## config.mk

```make
export PLATFORM = sky130hd
export DESIGN_NAME = pkt_out_collector
export DESIGN_NICKNAME = d
export VERILOG_FILES = /design/src/rtl/pkt_out_collector.sv
export SDC_FILE = /design/constraint.sdc
export NUM_CORES = 1
export LEC_CHECK = 0
export BUFFER_PORTS_ARGS = -buffer_cell sky130_fd_sc_hd__buf_2
export CORE_MARGIN = 2
export CORE_UTILIZATION = 55
export CTS_BUF_LIST = sky130_fd_sc_hd__clkbuf_4
export DETAILED_ROUTE_END_ITERATION = 6
export PLACE_DENSITY = 0.8
export SETUP_SLACK_MARGIN = 0.05
export SLEW_MARGIN = 20
export SYNTH_ARGS = -nofsm -noshare
export SYNTH_HDL_FRONTEND = slang
export SYNTH_SLANG_ARGS = --single-unit
```

## constraint.sdc

```tcl
create_clock -name clk -period 18.8 [get_ports clk]
set_input_delay 1.88 -clock clk [delete_from_list [all_inputs] [get_ports clk]]
set_output_delay 1.88 -clock clk [all_outputs]
set_load 0.01 [all_outputs]
```

## src/rtl/pkt_out_collector.sv

```systemverilog
// pkt_out_collector: round-robin collector of packet-buffer send ports onto one FIFO-buffered stream
module pkt_out_collector #(
    parameter int NUM_SRC   = 4,
    parameter int DEPTH     = 4,
    parameter int MAX_WORDS = 255
) (
    input  logic                    clk,
    input  logic                    reset,
    input  logic [NUM_SRC-1:0]      src_req,
    output logic [NUM_SRC-1:0]      src_ack,
    output logic [NUM_SRC-1:0]      src_rdy,
    input  logic [NUM_SRC-1:0]      src_wr,
    input  logic [NUM_SRC-1:0]      src_bop,
    input  logic [NUM_SRC-1:0]      src_eop,
    input  logic [64*NUM_SRC-1:0]   src_data,
    input  logic [16*NUM_SRC-1:0]   src_route,
    input  logic [2*NUM_SRC-1:0]    src_neighbor,
    input  logic [NUM_SRC-1:0]      src_bypass,
    input  logic                    out_rdy,
    output logic                    out_wr,
    output logic [63:0]             out_data,
    output logic                    out_bop,
    output logic                    out_eop,
    output logic [15:0]             out_route,
    output logic [1:0]              out_neighbor,
    output logic                    out_bypass,
    output logic [31:0]             pkt_count,
    output logic [2:0]              err_flags
);
    localparam int GW = $clog2(NUM_SRC);
    localparam int AW = $clog2(DEPTH);
    localparam int CW = $clog2(DEPTH + 1);

    typedef enum logic [1:0] {IDLE, GRANT, XFER, DRAIN} state_t;

    typedef struct packed {
        logic [63:0] data;
        logic        bop;
        logic        eop;
        logic [15:0] route;
        logic [1:0]  neighbor;
        logic        bypass;
    } entry_t;

    state_t          state, state_nx;
    logic [GW-1:0]   g, g_nx, rr_ptr, rr_nx, pick;
    logic            found;
    logic [15:0]     lat_route;
    logic [1:0]      lat_neighbor;
    logic            lat_bypass;
    logic [31:0]     word_cnt;
    entry_t          mem [DEPTH];
    entry_t          in_word, head;
    logic [AW-1:0]   wr_ptr, rd_ptr;
    logic [CW-1:0]   count;
    logic            g_req, g_wr, g_eop;
    logic            load, space, push, take;
    logic            err_norfy, err_size, err_ungrant;

    assign g_req = src_req[g];
    assign g_wr  = src_wr[g];
    assign g_eop = src_eop[g];

    assign src_ack = (state != IDLE) ? (NUM_SRC'(1) << g) : '0;
    assign src_rdy = (state == XFER && count <= CW'(DEPTH - 2)) ? src_ack : '0;

    assign in_word = {src_data[64*int'(g) +: 64], src_bop[g], g_eop, lat_route, lat_neighbor, lat_bypass};
    assign head    = (count == '0) ? in_word : mem[rd_ptr];

    // An empty FIFO lets a pushed word fall straight into the output register.
    assign load  = !out_wr || out_rdy;
    assign space = (count < CW'(DEPTH)) || load;
    assign push  = (state == XFER) && g_wr && space;
    assign take  = load && (count != '0 || push);

    assign err_norfy   = |(src_wr & src_ack & ~src_rdy);
    assign err_ungrant = |(src_wr & ~src_ack);
    assign err_size    = (push && !g_eop && word_cnt >= 32'(MAX_WORDS - 1)) ||
                         (state == XFER && !g_req && !(push && g_eop));

    always_comb begin
        pick  = rr_ptr;
        found = 1'b0;
        for (int k = 0; k < NUM_SRC; k++) begin
            if (!found && src_req[(int'(rr_ptr) + k) % NUM_SRC]) begin
                found = 1'b1;
                pick  = GW'((int'(rr_ptr) + k) % NUM_SRC);
            end
        end
    end

    always_comb begin
        state_nx = state;
        g_nx     = g;
        rr_nx    = rr_ptr;
        unique case (state)
            IDLE: begin
                g_nx     = found ? pick : g;
                state_nx = found ? GRANT : IDLE;
            end
            GRANT: state_nx = XFER;
            XFER:  state_nx = ((push && g_eop) || !g_req) ? DRAIN : XFER;
            DRAIN: begin
                rr_nx    = g_req ? rr_ptr : ((int'(g) == NUM_SRC - 1) ? '0 : g + 1'b1);
                state_nx = g_req ? DRAIN : IDLE;
            end
            default: state_nx = IDLE;
        endcase
    end

    always_ff @(posedge clk) begin
        if (reset) begin
            state        <= IDLE;
            g            <= '0;
            rr_ptr       <= '0;
            lat_route    <= '0;
            lat_neighbor <= '0;
            lat_bypass   <= 1'b0;
            word_cnt     <= '0;
            wr_ptr       <= '0;
            rd_ptr       <= '0;
            count        <= '0;
            out_wr       <= 1'b0;
            out_data     <= '0;
            out_bop      <= 1'b0;
            out_eop      <= 1'b0;
            out_route    <= '0;
            out_neighbor <= '0;
            out_bypass   <= 1'b0;
            pkt_count    <= '0;
            err_flags    <= '0;
        end else begin
            state  <= state_nx;
            g      <= g_nx;
            rr_ptr <= rr_nx;
            if (state == GRANT) begin
                lat_route    <= src_route[16*int'(g) +: 16];
                lat_neighbor <= src_neighbor[2*int'(g) +: 2];
                lat_bypass   <= src_bypass[g];
                word_cnt     <= '0;
            end
            if (push) begin
                mem[wr_ptr] <= in_word;
                wr_ptr      <= wr_ptr + 1'b1;
                word_cnt    <= word_cnt + 1'b1;
            end
            if (take)
                rd_ptr <= rd_ptr + 1'b1;
            count <= count + CW'(push) - CW'(take);
            if (load)
                out_wr <= take;
            if (take)
                {out_data, out_bop, out_eop, out_route, out_neighbor, out_bypass} <= head;
            if (out_wr && out_rdy && out_eop)
                pkt_count <= pkt_count + 1'b1;
            err_flags <= err_flags | {err_ungrant, err_size, err_norfy};
        end
    end
endmodule

```

* After elaboration in Yosys (flattened, before gate mapping)
Memory sizes are Yosys's and may differ from the RTL's. A register that Yosys moved wholly into a read port is not among the register bits.
Index checks and enable logic that the tools add are counted.
** Storage, ports and cells
- Memory bits (writable) :: 340
- Memories kept :: 1
- Register bits after elaboration :: 185
- Input port bits :: 351
- Output and inout bits :: 129
- Word-level logic and storage cells :: 137
** Memory list
- mem :: depth 4, bits a word 85, read ports 1, clocked after Yosys merged registers in 1, wr ports 1, line 52 : entry_t mem [DEPTH];
** Operators by class
- Bitwise logic cells :: 10
- Order comparisons :: 8
- Multiplexer cells :: 43
- Shift operators :: 4
- $add $sub $neg :: 10
- Reduce and logical (&&, ||, !) cells :: 38
- Eq/ne operators :: 4
** Operator list (count)
- $shiftx A256 B9 Y64 :: 1
- $mux W85 :: 1
- $add A32 B1 Y32 const B :: 2
- $mux W32 :: 2
- $shiftx A64 B7 Y16 :: 1
- $ge A32 B8 Y1 const B :: 1
- $mux W1 :: 21
- $bmux W1 S2 :: 9
- $logic_and A1 B1 Y1 :: 14
- $mux W2 :: 7
- $and A4 B4 Y4 :: 3
- $lt A3 B4 Y1 const B :: 3
- $add A2 B1 Y2 const B :: 4
- $mux W4 :: 2
- $not A4 Y4 :: 2
- $pmux W2 S4 :: 1
- $reduce_or A4 Y1 :: 2
- $shiftx A8 B4 Y2 :: 1
- $logic_not A1 Y1 :: 7
- $lt A2 B3 Y1 const B :: 2
- $reduce_or A2 Y1 :: 3
- $logic_or A1 B1 Y1 :: 5
- $add A2 B2 Y2 const B :: 2
- $eq A2 B1 Y1 const B :: 2
- 14 further kinds :: 19

* Logic depth before layout (Yosys ltp)
- Depth after elaboration :: 16
- Gate-level depth with buffers :: 12
- Mapped depth without buffers :: 10

* Worst setup path before layout
OpenSTA, ideal clock, no wires.
- Path type :: input port to flip-flop
- Start point :: input out_rdy
- End point :: memory mem[0][0] (netlist name), enable pin
- Library setup time :: 0.650 ns
- Required time :: 18.150 ns
- Arrival time :: 8.715 ns
- Path buffers :: 1
- Stages :: 5
- Path slack :: 9.435 ns
- Cell sequence :: and2b_1 > clkbuf_1 > nand2_1 > nand2_1 > nor3b_1
** On the way
- Word-level cells in the longest chain between the ends :: 6
** RTL lines
- start, declared :: line 19 : input logic out_rdy,
- $logic_or A1 B1 Y1 :: line 71 : assign load = !out_wr || out_rdy;
- $logic_or A1 B1 Y1 :: line 72 : assign space = (count < CW'(DEPTH)) || load;
- $logic_and A1 B1 Y1 :: line 73 : assign push = (state == XFER) && g_wr && space;
- $mux W1 :: line 142 : if (push) begin
- $mux W1 :: line 112 : if (reset) begin
- $mux W1 (implied by the code) :: line 143 : mem[wr_ptr] <= in_word;
- end, declared :: line 52
No other way between the ends.

* Worst setup path after layout
- Start point :: register g[0]
- End point :: output src_ack[2]
** On the way
- Word-level cells in the longest chain between the ends :: 2
** RTL lines
- start, declared :: line 46 : logic [GW-1:0] g, g_nx, rr_ptr, rr_nx, pick;
- start signal, assigned :: line 134 : g <= g_nx;
- $shl A1 B2 Y4 :: line 64 : assign src_ack = (state != IDLE) ? (NUM_SRC'(1) << g) : '0;
- $mux W4 :: line 64
- end, declared :: line 10 : output logic [NUM_SRC-1:0] src_ack,
No other way between the ends.

==> flow_metrics.env <==
export IMPL_io_buffers=479
export IMPL_setup_violations=0
export IMPL_p_leak_nw=10.4
export IMPL_core_um2=41900
export IMPL_p_sw_share_pct=33.7
export IMPL_end_kind="output port"
export IMPL_clkTransAtPathRegs_ns=0.06
export IMPL_start_util_pct=55.8
export IMPL_rsz0062_at_grt="no"
export IMPL_path_class="flip-flop to output port"
export IMPL_top_layer="met4"
export IMPL_nets=2548
export IMPL_synth_cell_area_um2=23400
export IMPL_crit_fanout=28
export IMPL_period_minus_slack_ns=4.64
export IMPL_fp_dieArea_um2=44200
export IMPL_power_density_nw_per_um2=128
export IMPL_power_switching_mw=1.21
export IMPL_drt_total_wl_um=61200
export IMPL_syn_inst=1677
export IMPL_maxSlewHeadroom_pct=29.1
export IMPL_met2WireLength_um=31000
export IMPL_p_clk_share_pct=28.5
export IMPL_ys_types=62
export IMPL_min_period_over_period_pct=24.7
export IMPL_cts_resized=0
export IMPL_hp_class="flip-flop to flip-flop"
export IMPL_grt_ovfl_total=0
export IMPL_p_comb_share_pct=29.5
export IMPL_worstPathRequired_ns=16.92
export IMPL_clock_latency_ns=0.81
export IMPL_placementRows=75
export IMPL_grt_start_max_net_pins=112
export IMPL_synthFlopType="edfxtp_1"
export IMPL_reg2reg_to="mem[1][49]$_DFFE_PP_"
export IMPL_arrival_ns=2.76
export IMPL_drv_slew=0
export IMPL_cts_setup_buffers=0
export IMPL_die_w_um=210
export IMPL_drtIter0Drc=1663
export IMPL_vdd_drop_max_v=0.0000943
export IMPL_track_usage_pct=28.0
export IMPL_cts_tree="done"
export IMPL_dp_hpwl_um=40400
export IMPL_p_int_mw=2.37
export IMPL_dr_pass1_iters=5
export IMPL_place_ws_ns=13.54
export IMPL_drc_errors=0
export IMPL_grt_pass1_vias=17600
export IMPL_tns_ns=0
export IMPL_status="completed"
export IMPL_cts_root_buf="clkbuf_4"
export IMPL_via_count=17300
export IMPL_fmax_mhz=215
export IMPL_worst_pin_slew_ns=1.06
export IMPL_async_flop_share_pct=0
export IMPL_numCtsBuffers=135
export IMPL_ioPinCount=480
export IMPL_rrSetupSlack_ns=15.02
export IMPL_clk_path_buf_depth=3
export IMPL_crit_end="src_ack[2]"
export IMPL_final_common_cell="buf_2"
export IMPL_met1Wirelength_um=23700
export IMPL_via_per_inst=6.11
export IMPL_fin_skew_ns=0.0508
export IMPL_pwr_share_seq_pct=42.0
export IMPL_dieHeight_um=210
export IMPL_wire_per_inst_um=21.6
export IMPL_synth_enable_flop_cells=340
export IMPL_drive_above_1_share_pct=41.9
export IMPL_hold_depth=1
export IMPL_cp_start_kind="flip-flop"
export IMPL_r2r_start="out_wr$_SDFFE_PP0P_"
export IMPL_synth_nets=2043
export IMPL_antenna_found_initial=1
export IMPL_layout_common_cells="buf_2 (478), edfxtp_1 (340), nand2_1 (209), clkbuf_4 (205), dfxtp_1 (183)"
export IMPL_h_tree_depth=4
export IMPL_grt_pass1_wl_um=95700
export IMPL_syn_avg_cell_area_um2=14.0
export IMPL_multi_input_area_um2=8810
export IMPL_ys_ff_latch=527
export IMPL_gp_congestion=0.849
export IMPL_nFillCells=2983
export IMPL_seq_area_um2=14000
export IMPL_fin_ws_ns=14.16
export IMPL_cts_sinks=527
export IMPL_maxCapViolations=0
export IMPL_worstRegToRegCells=6
export IMPL_ys_seq_area_share_pct=59.6
export IMPL_final_core_util_pct=66.7
export IMPL_dr_wl_met3_um=4560
export IMPL_antenna_left=0
export IMPL_startpoint="g[0]$_SDFFE_PP0P_"
export IMPL_cts_hold_buf=0
export IMPL_yosys_warnings=0
export IMPL_hold_viol=0
export IMPL_synthToLayoutAreaGrowth_pct=19.7
==> cells in the mapped netlist (13+ instances only) <==
library cell / instances / share of area [%]
a21oi_1: 119 / 2.5
a311oi_1: 66 / 2.5
a31oi_1: 13 / 0.35
and3_1: 25 / 0.67
buf_2: 29 / 0.62
clkbuf_1: 95 / 1.5
dfxtp_1: 187 / 16
edfxtp_1: 340 / 44
ha_1: 14 / 0.75
inv_1: 29 / 0.47
mux2_2: 24 / 1.2
mux4_2: 171 / 16
nand2_1: 209 / 3.4
nand3_1: 32 / 0.68
nand4_1: 23 / 0.62
nor2_1: 58 / 0.93
nor3_1: 17 / 0.36
nor4_1: 17 / 0.45
o21ai_0: 40 / 0.86
==> flip-flops by register name, summed over array words and instances (netlist names), 2 cells and up, named ones only <==
register	count
wr_ptr	2
out_data	64
out_route	16
lat_route	16
g	2
mem	340
rr_ptr	2
rd_ptr	2
pkt_count	32
out_neighbor	2
err_flags	3
count	3
state	2
word_cnt	32
lat_neighbor	2
==> power by group through the flow <==
stage | sequential (mW) | combinational [mW] | clock [mW]
after floorplan | 1.51 | 0.674 | 0
final | 1.50 | 1.05 | 1.02
after global placement | 1.52 | 1.03 | 0
after detailed placement | 1.52 | 1.05 | 0
after global routing | 1.52 | 1.13 | 1.11
after CTS | 1.50 | 1.06 | 1.04
==> metal layers <==
metal | GRT usage (%) | up-vias
li1 | - | 7749
met1 | 35.8 | 8566
met2 | 46.7 | 828
met3 | 5.90 | 154
met4 | 11.8 | 0
met5 | 0 | -
==> how the worst min path moves through the flow <==
stage / from / to / slack (ns)
4_1_cts: err_flags[0]$_SDFF_PP0_ / err_flags[0]$_SDFF_PP0_ / 0.48
5_1_grt: err_flags[0]$_SDFF_PP0_ / err_flags[0]$_SDFF_PP0_ / 0.50
6_report: err_flags[0]$_SDFF_PP0_ / err_flags[0]$_SDFF_PP0_ / 0.47
3_3_place_gp: err_flags[0]$_SDFF_PP0_ / err_flags[0]$_SDFF_PP0_ / 0.45
2_1_floorplan: rd_ptr[1]$_SDFFE_PP0P_ / flip-flop / 0.45
3_5_place_dp: err_flags[0]$_SDFF_PP0_ / err_flags[0]$_SDFF_PP0_ / 0.46
==> stage by stage <==
stage / area, um^2 / instances / hold slack (ns) / total power [mW]
after floorplan: 23400 / 1677 / 0.453 / 2.18
final: 28000 / 2833 / 0.466 / 3.58
after detailed placement: 26100 / 2584 / 0.464 / 2.58
after global placement: 26100 / 2584 / 0.449 / 2.55
after global routing: 28000 / 2833 / 0.503 / 3.76
after CTS: 28000 / 2832 / 0.479 / 3.60
==> cells by family (layout without fill, tap and decap cells) <==
| logic type | Yosys count | count (layout) | share of synthesized area, % |
|---|---|---|---|
| other | 0 | 1 | 0 |
| AO/OA/AOI/OAI | 290 | 290 | 8.13 |
| adder cells (fa/ha/maj) | 15 | 15 | 0.834 |
| buffers and inverters | 163 | 779 | 2.88 |
| flip-flops | 527 | 527 | 59.6 |
| multiplexers | 204 | 204 | 18.0 |
| AND/OR/NAND/NOR | 466 | 466 | 10.0 |
| XOR/XNOR | 12 | 12 | 0.449 |
==> critical path: stages (launching register included) <==
cell and delay [ns]:
dfxtp_4 0.65, buf_4 0.52, inv_1 0.13, ha_1 0.26, o21ai_0 0.16, inv_1 0.08, buf_2 0.15
==> cell type report <==
type	count	share of cell area (%)
Antenna cell	1	0.00894
Tap cell	539	2.41
Inverter	29	0.389
Clock inverter	43	1.12
Multi-Input combinational cell	987	31.5
Sequential cell	527	49.9
Timing Repair Buffer	502	9.20
Clock buffer	205	5.50
Note: power is estimated with default switching activity, not from simulation.
